### config.mk
export PLATFORM = sky130hd
export DESIGN_NAME = pipe_hazard_ctrl
export DESIGN_NICKNAME = d
export VERILOG_FILES = /design/src/rtl/pipe_hazard_ctrl.sv
export SDC_FILE = /design/constraint.sdc
export NUM_CORES = 1
export LEC_CHECK = 0
export BUFFER_PORTS_ARGS = -buffer_cell sky130_fd_sc_hd__buf_4
export CAP_MARGIN = 15
export CORE_UTILIZATION = 54
export CTS_CLUSTER_SIZE = 24
export DETAILED_ROUTE_END_ITERATION = 10
export GPL_TIMING_DRIVEN = 0
export PLACE_DENSITY_LB_ADDON = 0.1
export SYNTH_ARGS = -nofsm -noshare
export SYNTH_HDL_FRONTEND = slang
export SYNTH_SLANG_ARGS = --single-unit
export TNS_END_PERCENT = 30
### constraint.sdc
create_clock -name clk -period 3 [get_ports clk]
set_clock_uncertainty 0.2 [all_clocks]
set_input_delay 0 -clock clk [delete_from_list [all_inputs] [get_ports clk]]
set_output_delay 0 -clock clk [all_outputs]
set_load 0.03 [all_outputs]
### src/rtl/pipe_hazard_ctrl.sv
`default_nettype none
// ============================================================================
// Module   : pipe_hazard_ctrl
// Purpose  : Hazard and pipeline-control unit for the 5-stage core. Produces
//            the stall (en) and flush (clr) controls for the IF/ID, ID/EX,
//            EX/MEM and MEM/WB pipe registers and the EX-stage forwarding
//            selects. Resolves load-use hazards, taken-branch flushes and
//            variable-latency data-memory waits, abandoning an access that
//            has been waited on for TIMEOUT cycles. Keeps saturating stall
//            and flush statistics counters.
// Revision : 1.0 - initial release
// ----------------------------------------------------------------------------
// Parameters
//   TIMEOUT        : stalled cycles allowed per data-memory access (>= 2)
//   CNT_W          : width of the statistics counters
// Ports
//   clk            : clock, rising edge
//   reset_i        : asynchronous active-high reset
//   rs1_d, rs2_d   : source registers of the ID instruction
//   rs1_e, rs2_e   : source registers of the EX instruction
//   rd_e           : destination register of the EX instruction
//   rd_m, rd_w     : destination registers of the MEM / WB instructions
//   reg_write_m/_w : MEM / WB instruction writes the register file
//   load_e         : EX instruction is a load
//   pc_src_e       : EX branch or jump is taken
//   mem_req_m      : MEM instruction accesses data memory (held until done)
//   mem_ready_i    : data memory completes the access this cycle
//   forward_a_e/_b_e : 00 register file, 10 MEM ALU result, 01 WB result
//   stall_f        : hold the PC
//   stall_d        : IF/ID enable (high holds)
//   flush_d        : IF/ID clear (loads a NOP)
//   flush_e        : ID/EX clear (loads a bubble)
//   stall_e/_m/_w  : hold the ID/EX, EX/MEM and MEM/WB registers
//   mem_timeout_o  : one-cycle pulse when an access is abandoned
//   stall_cnt_o    : saturating count of cycles with stall_f high
//   flush_cnt_o    : saturating count of cycles with flush_d high
// ============================================================================
module pipe_hazard_ctrl #(
    parameter int TIMEOUT = 16,
    parameter int CNT_W   = 16
) (
    input  logic             clk,
    input  logic             reset_i,
    input  logic [4:0]       rs1_d,
    input  logic [4:0]       rs2_d,
    input  logic [4:0]       rs1_e,
    input  logic [4:0]       rs2_e,
    input  logic [4:0]       rd_e,
    input  logic [4:0]       rd_m,
    input  logic [4:0]       rd_w,
    input  logic             reg_write_m,
    input  logic             reg_write_w,
    input  logic             load_e,
    input  logic             pc_src_e,
    input  logic             mem_req_m,
    input  logic             mem_ready_i,
    output logic [1:0]       forward_a_e,
    output logic [1:0]       forward_b_e,
    output logic             stall_f,
    output logic             stall_d,
    output logic             flush_d,
    output logic             flush_e,
    output logic             stall_e,
    output logic             stall_m,
    output logic             stall_w,
    output logic             mem_timeout_o,
    output logic [CNT_W-1:0] stall_cnt_o,
    output logic [CNT_W-1:0] flush_cnt_o
);

    // Wait counter must hold TIMEOUT-1; never narrower than 5 bits.
    localparam int c_WCNT_W = (($clog2(TIMEOUT) + 1) > 5) ? ($clog2(TIMEOUT) + 1) : 5;
    localparam logic [c_WCNT_W-1:0] c_WCNT_LAST = c_WCNT_W'(TIMEOUT - 1);
    localparam logic [c_WCNT_W-1:0] c_WCNT_ONE  = c_WCNT_W'(1);
    localparam logic [CNT_W-1:0]    c_CNT_MAX   = {CNT_W{1'b1}};
    localparam logic [CNT_W-1:0]    c_CNT_ONE   = CNT_W'(1);

    localparam logic [1:0] c_ST_RUN  = 2'd0;
    localparam logic [1:0] c_ST_WAIT = 2'd1;
    localparam logic [1:0] c_ST_ERR  = 2'd2;

    localparam logic [1:0] c_FWD_RF  = 2'b00;
    localparam logic [1:0] c_FWD_MEM = 2'b10;
    localparam logic [1:0] c_FWD_WB  = 2'b01;

    logic [1:0]          r_state;
    logic [c_WCNT_W-1:0] r_wcnt;
    logic                r_timeout;
    logic [CNT_W-1:0]    r_stall_cnt;
    logic [CNT_W-1:0]    r_flush_cnt;

    logic       w_mw;
    logic       w_lu;
    logic       w_br;
    logic [1:0] w_fwd_a;
    logic [1:0] w_fwd_b;
    logic       w_stall_f;
    logic       w_stall_d;
    logic       w_flush_d;
    logic       w_flush_e;
    logic       w_stall_e;
    logic       w_stall_m;
    logic       w_stall_w;

    // MEM result is younger than WB, so it wins when both match.
    function automatic logic [1:0] fwd_sel(input logic [4:0] rs);
        logic [1:0] sel;
        sel = c_FWD_RF;
        if (reg_write_m && (rd_m != 5'd0) && (rd_m == rs)) begin
            sel = c_FWD_MEM;
        end else if (reg_write_w && (rd_w != 5'd0) && (rd_w == rs)) begin
            sel = c_FWD_WB;
        end
        return sel;
    endfunction

    assign w_fwd_a = fwd_sel(rs1_e);
    assign w_fwd_b = fwd_sel(rs2_e);

    assign w_lu = load_e && (rd_e != 5'd0) && ((rd_e == rs1_d) || (rd_e == rs2_d));
    assign w_br = pc_src_e;

    // Memory wait: in RUN a fresh request without ready starts the wait;
    // in WAIT the request is known to be held, so only ready matters;
    // ERR releases the pipeline so it steps past the failed access.
    always_comb begin
        w_mw = 1'b0;
        case (r_state)
            c_ST_RUN:  w_mw = mem_req_m && !mem_ready_i;
            c_ST_WAIT: w_mw = !mem_ready_i;
            default:   w_mw = 1'b0;
        endcase
    end

    // Priority: memory wait > branch > load-use. During a memory wait EX is
    // held, so a pending branch or load-use is simply re-evaluated afterwards.
    always_comb begin
        w_stall_f = 1'b0;
        w_stall_d = 1'b0;
        w_flush_d = 1'b0;
        w_flush_e = 1'b0;
        w_stall_e = 1'b0;
        w_stall_m = 1'b0;
        w_stall_w = 1'b0;
        if (reset_i) begin
            w_stall_f = 1'b0;
        end else if (w_mw) begin
            w_stall_f = 1'b1;
            w_stall_d = 1'b1;
            w_stall_e = 1'b1;
            w_stall_m = 1'b1;
            w_stall_w = 1'b1;
        end else if (w_br) begin
            w_flush_d = 1'b1;
            w_flush_e = 1'b1;
        end else if (w_lu) begin
            w_stall_f = 1'b1;
            w_stall_d = 1'b1;
            w_flush_e = 1'b1;
        end
    end

    assign forward_a_e   = reset_i ? c_FWD_RF : w_fwd_a;
    assign forward_b_e   = reset_i ? c_FWD_RF : w_fwd_b;
    assign stall_f       = w_stall_f;
    assign stall_d       = w_stall_d;
    assign flush_d       = w_flush_d;
    assign flush_e       = w_flush_e;
    assign stall_e       = w_stall_e;
    assign stall_m       = w_stall_m;
    assign stall_w       = w_stall_w;
    assign mem_timeout_o = r_timeout;
    assign stall_cnt_o   = r_stall_cnt;
    assign flush_cnt_o   = r_flush_cnt;

    // Memory-wait FSM. The timeout pulse is registered on the transition
    // into ERR, so it is high exactly for the single ERR cycle. Reset while
    // waiting drops the access without a pulse.
    always_ff @(posedge clk or posedge reset_i) begin
        if (reset_i) begin
            r_state   <= c_ST_RUN;
            r_wcnt    <= '0;
            r_timeout <= 1'b0;
        end else begin
            r_timeout <= 1'b0;
            case (r_state)
                c_ST_RUN: begin
                    if (w_mw) begin
                        r_state <= c_ST_WAIT;
                        r_wcnt  <= c_WCNT_ONE;
                    end
                end
                c_ST_WAIT: begin
                    // Ready on the last allowed cycle still completes normally.
                    if (mem_ready_i) begin
                        r_state <= c_ST_RUN;
                        r_wcnt  <= '0;
                    end else if (r_wcnt == c_WCNT_LAST) begin
                        r_state   <= c_ST_ERR;
                        r_wcnt    <= '0;
                        r_timeout <= 1'b1;
                    end else begin
                        r_wcnt <= r_wcnt + c_WCNT_ONE;
                    end
                end
                c_ST_ERR: begin
                    r_state <= c_ST_RUN;
                    r_wcnt  <= '0;
                end
                default: begin
                    r_state <= c_ST_RUN;
                    r_wcnt  <= '0;
                end
            endcase
        end
    end

    // Statistics counters stick at all-ones instead of wrapping.
    always_ff @(posedge clk or posedge reset_i) begin
        if (reset_i) begin
            r_stall_cnt <= '0;
            r_flush_cnt <= '0;
        end else begin
            if (w_stall_f && (r_stall_cnt != c_CNT_MAX)) begin
                r_stall_cnt <= r_stall_cnt + c_CNT_ONE;
            end
            if (w_flush_d && (r_flush_cnt != c_CNT_MAX)) begin
                r_flush_cnt <= r_flush_cnt + c_CNT_ONE;
            end
        end
    end

endmodule
`default_nettype wire

[Word level (Yosys, flattened, before mapping)]
Cells that the tools add are included.
Storage, ports and cells
  register bits: 40
  word-level logic and storage cells: 68
Cells by class
  add/subtract/negate cells: 3
  equal/unequal tests: 12
  mux-type cells: 30
  reduce and logical (&&, ||, !) cells: 18
Operators by type and width (count)
  adder 16 x 1 -> 16 bit (second input constant): 2
  != test 16 bit (second input constant): 2
  == test 5 bit: 6
  2-to-1 mux 1 bit: 17
  2-to-1 mux 5 bit: 3
  nonzero test 5 bit: 3
  2-to-1 mux 2 bit: 7
  logical AND 1 bit: 11
  case mux 5 bit (2 select lines): 1
  adder 5 x 1 -> 5 bit (second input constant): 1
  == test 5 x 4 -> 1 bit (second input constant): 1
  case mux 2 bit (2 select lines): 1
  != test 3 bit (second input constant): 1
  == test 2 x 1 -> 1 bit (second input constant): 1
  logical NOT 2 bit: 1
  != test 2 bit (second input constant): 1
  case mux 1 bit (2 select lines): 1
  AND reduction 2 bit: 1
  logical NOT 1 bit: 1
  logical OR 1 bit: 1

[Logic depth before layout (Yosys ltp)]
  depth in word-level cells: 8
  gate-level depth with buffers: 7
  mapped depth without buffers: 6

[Worst setup path before layout]
OpenSTA, ideal clock, no wires.
  kind: in2out
  start point: input reset_i
  end point: output forward_a_e[0]
  arrival time: 2.538 ns
  data required time: 2.800 ns
  setup slack: 0.262 ns
  stages on the path: 4
  buffers on the path: 0
  cells stage by stage: inv_1 o211ai_1 or4_1 nor4_1
Between the ends
  word-level cells in the longest chain between the ends: 1
RTL lines
  start: declaration: line 43  | input logic reset_i,
  2-to-1 mux 2 bit: line 163  | assign forward_a_e = reset_i ? c_FWD_RF : w_fwd_a;
  end: declaration: line 57  | output logic [1:0] forward_a_e,
No other way between the ends.

[Worst setup path in the final report]
Ends and elaborated chain as after synthesis.

==> run metrics <==
run status finished clean; Yosys reg bits 40; Primary FF master, synth dfrtp_1; post-DP HPWL about 4100 µm; final count of negative-setup-slack endpoints 0; dpl cells 368; proportion of layout cells with a drive suffix above 1 0.3587; Cell variety after synth 41; total track usage 0.2480; total setup buffers inserted after CTS 0; clk_lat worst skew 300 ps; cell accounting for the most synthesized area dfrtp_1; vias approximately 2100; Clock transition at path regs around 70 ps; sequential fraction of the synthesis area 0.4164; clk sinks 40; post-synth net total about 280; Avg WL per Cell approximately 14 µm; die height between 60 and 70 µm; GRT overflow 0; post-route clock period utilization 0.8545; placed instance area 3112 µm²; Synth Area per Inst ~10 µm²; n_diodes 0; post-synthesis cell area 2404 µm²; vias in the first global route around 1900; WS Path Type input port to output pin; worst-margin pin slew ~700 ps; Total Power about 1.7 mW; maximum clock path buffer count 2; Slew Limit Fails 0; post-layout util 0.7877; die area around 4700 µm²; ys async rst share 1.000; Gate Count Post-Synth around 230; Hold Path Class input port to register; number of DRC markers in iteration 0 roughly 100; Yosys warnings 0; PD cells between 500 and 600 nW/µm²; root buf cell clkbuf_8; Rows 23; TritonCTS buffer count 5; max-cap viol count 0; fill count slightly above 300; CTS tree built; EDFF count, synth 0; Area contributors post-synth dfrtp_1 42%, xnor2_1 13%, xor2_1 8.7%; Worst Path Required about 2800 ps; crit path capture type output pin; initial antenna violation count 0; largest net degree at the start of global routing 44; drt drc 0; Static Leak approximately 1.5 nW; Final Wtd Congestion a little over 0.9; first-pass GRT wire length approximately 8600 µm; H-Tree Level Count 2; Max VDD drop between 0.7 and 0.8 mV; CORE AREA roughly 4100 µm²; Max Freq a little under 0.4 GHz; crit-path cells dlygate4sd3_1, buf_4, clkinv_2, o211ai_1, or4_1, nor4_1, buf_4; Arr. time, crit path approximately 2400 ps; Net count, final 374; I/O Buffers between 80 and 90; area grow syn2layout 35.81%; Setup TNS Final 0 ps; Relative slew margins 0.5311; DRT antenna net count 0; Pre-antenna DRT Iters 4; Yosys top cell area share 0.4164; non-filler cells, final around 380; max incr delay on CP approximately 550 ps; most used cell, CP buf_4; Critical Path Slowest Stage Cell or4_1; die width ~70 µm; RSZ-0062 raised after global routing no; design area 3264 µm²; Hold Fails Final Rpt 0; Tmin final about 2600 ps; Crit Path Max Fanout 43; Vias/cell about 5.5; startpoint class of the critical path input port; total wire length around 5400 µm; I/O Pins 87; Starting Density 0.5800
-- metal layers --
| layer | vias up | global-route usage | wire, µm |
|---|---|---|---|
| met5 | - | 0 | 0 |
| met2 | 62 | 0.4216 | 2744 |
| met1 | 996 | 0.3107 | 2286 |
| li1 | 1014 | - | - |
| met4 | 0 | 0.08163 | 36 |
| met3 | 5 | 0.05592 | 326 |
-- flip-flops by register name, indices dropped and copies added (netlist names) --
name / cells
flush_cnt_o: 16
mem_timeout_o: 1
stall_cnt_o: 16
r_wcnt: 5
r_state: 2
-- synth_stat cells (all sizes together) (5+ instances only) --
master,n
nor4,6
nand3,15
buf,6
or4,5
dfrtp,40
xor2,24
nand4,13
nor3,8
nor2,14
xnor2,36
nand2,17
and3,11
-- cells in the final DEF (no fill, tap or decap), drive strengths merged, types with 2 or more instances in the layout --
cell and count:
buf 92, a21oi 3, nand4 13, xor2 24, and2 2, nor4 6, clkinv 2, xnor2 36
dfrtp 40, and3 11, a22oi 3, o21ai 4, nor2 14, nor3 8, nor3b 2, clkbuf 6
ha 3, or4 5, dlygate4sd3 3, nand3 15, mux2 3, nand2 17, or3 2, nor2b 4
-- critical path: cells and delay by family --
family | cells | cell delay, ps
AOI/OAI and AO/OA | 1 | 210
and+or+nand+nor | 2 | 750
buffers and inverters | 4 | 1400
-- path summary, 6_finish.rpt --
path                                       from              end  slack, ps  cells after the start
worst max-delay path                    reset_i   forward_a_e[0]        440                      7
worst min-delay path                   pc_src_e  stall_cnt_o[15]         20                      5
worst max register to register   stall_cnt_o[4]   stall_cnt_o[1]        920                      7
worst min register to register  flush_cnt_o[12]  flush_cnt_o[12]        290                      1
max in group asynchronous               reset_i   flush_cnt_o[6]       1970                      3
min in group asynchronous               reset_i   stall_cnt_o[0]        190                      3
-- metrics by stage --
stage | worst slack, ps | hold slack [ps]
after floorplan | 261.9 | -76.42
after global placement | 104.5 | 145.3
after detailed placement | 671.4 | 73.54
after CTS | 206.4 | 9.371
after global routing | 133.8 | 37.75
final | 436.5 | 20.26
-- timing repair --
| item | in CTS | in global routing |
|---|---|---|
| hold endpoints to repair | 53 | 0 |
| hold buffers | 3 | 0 |
| resized for setup | 0 | 1 |
| endpoints found under the setup margin | 0 | 2 |
-- layout make-up --
type	count	area [µm²]	share of cell area
plain buffers	6	50.05	0.01533
clock buffers	6	82.58	0.02530
clock inverters	2	38.79	0.01188
inverters	2	8.758	0.002683
multi-input cells	184	1345	0.4120
flip-flops and latches	40	1001	0.3066
well taps	50	62.56	0.01916
repair buffers	89	675.6	0.2070
-- report_power, final --
group / total, mW / switching, mW / internal (mW)
Sequential: 0.699 / 0.0911 / 0.608
Combinational: 0.524 / 0.292 / 0.232
Clock: 0.461 / 0.189 / 0.272
Total: 1.68 / 0.572 / 1.11
-- cell families after synthesis --
kind of cell	synth area share
simple gates	0.2530
xor+xnor	0.2186
flops	0.4164
compound gates	0.05830
buf+inv	0.02394
mux	0.01405
fa+ha+maj	0.01562
Power figures use the tool's default switching activity.
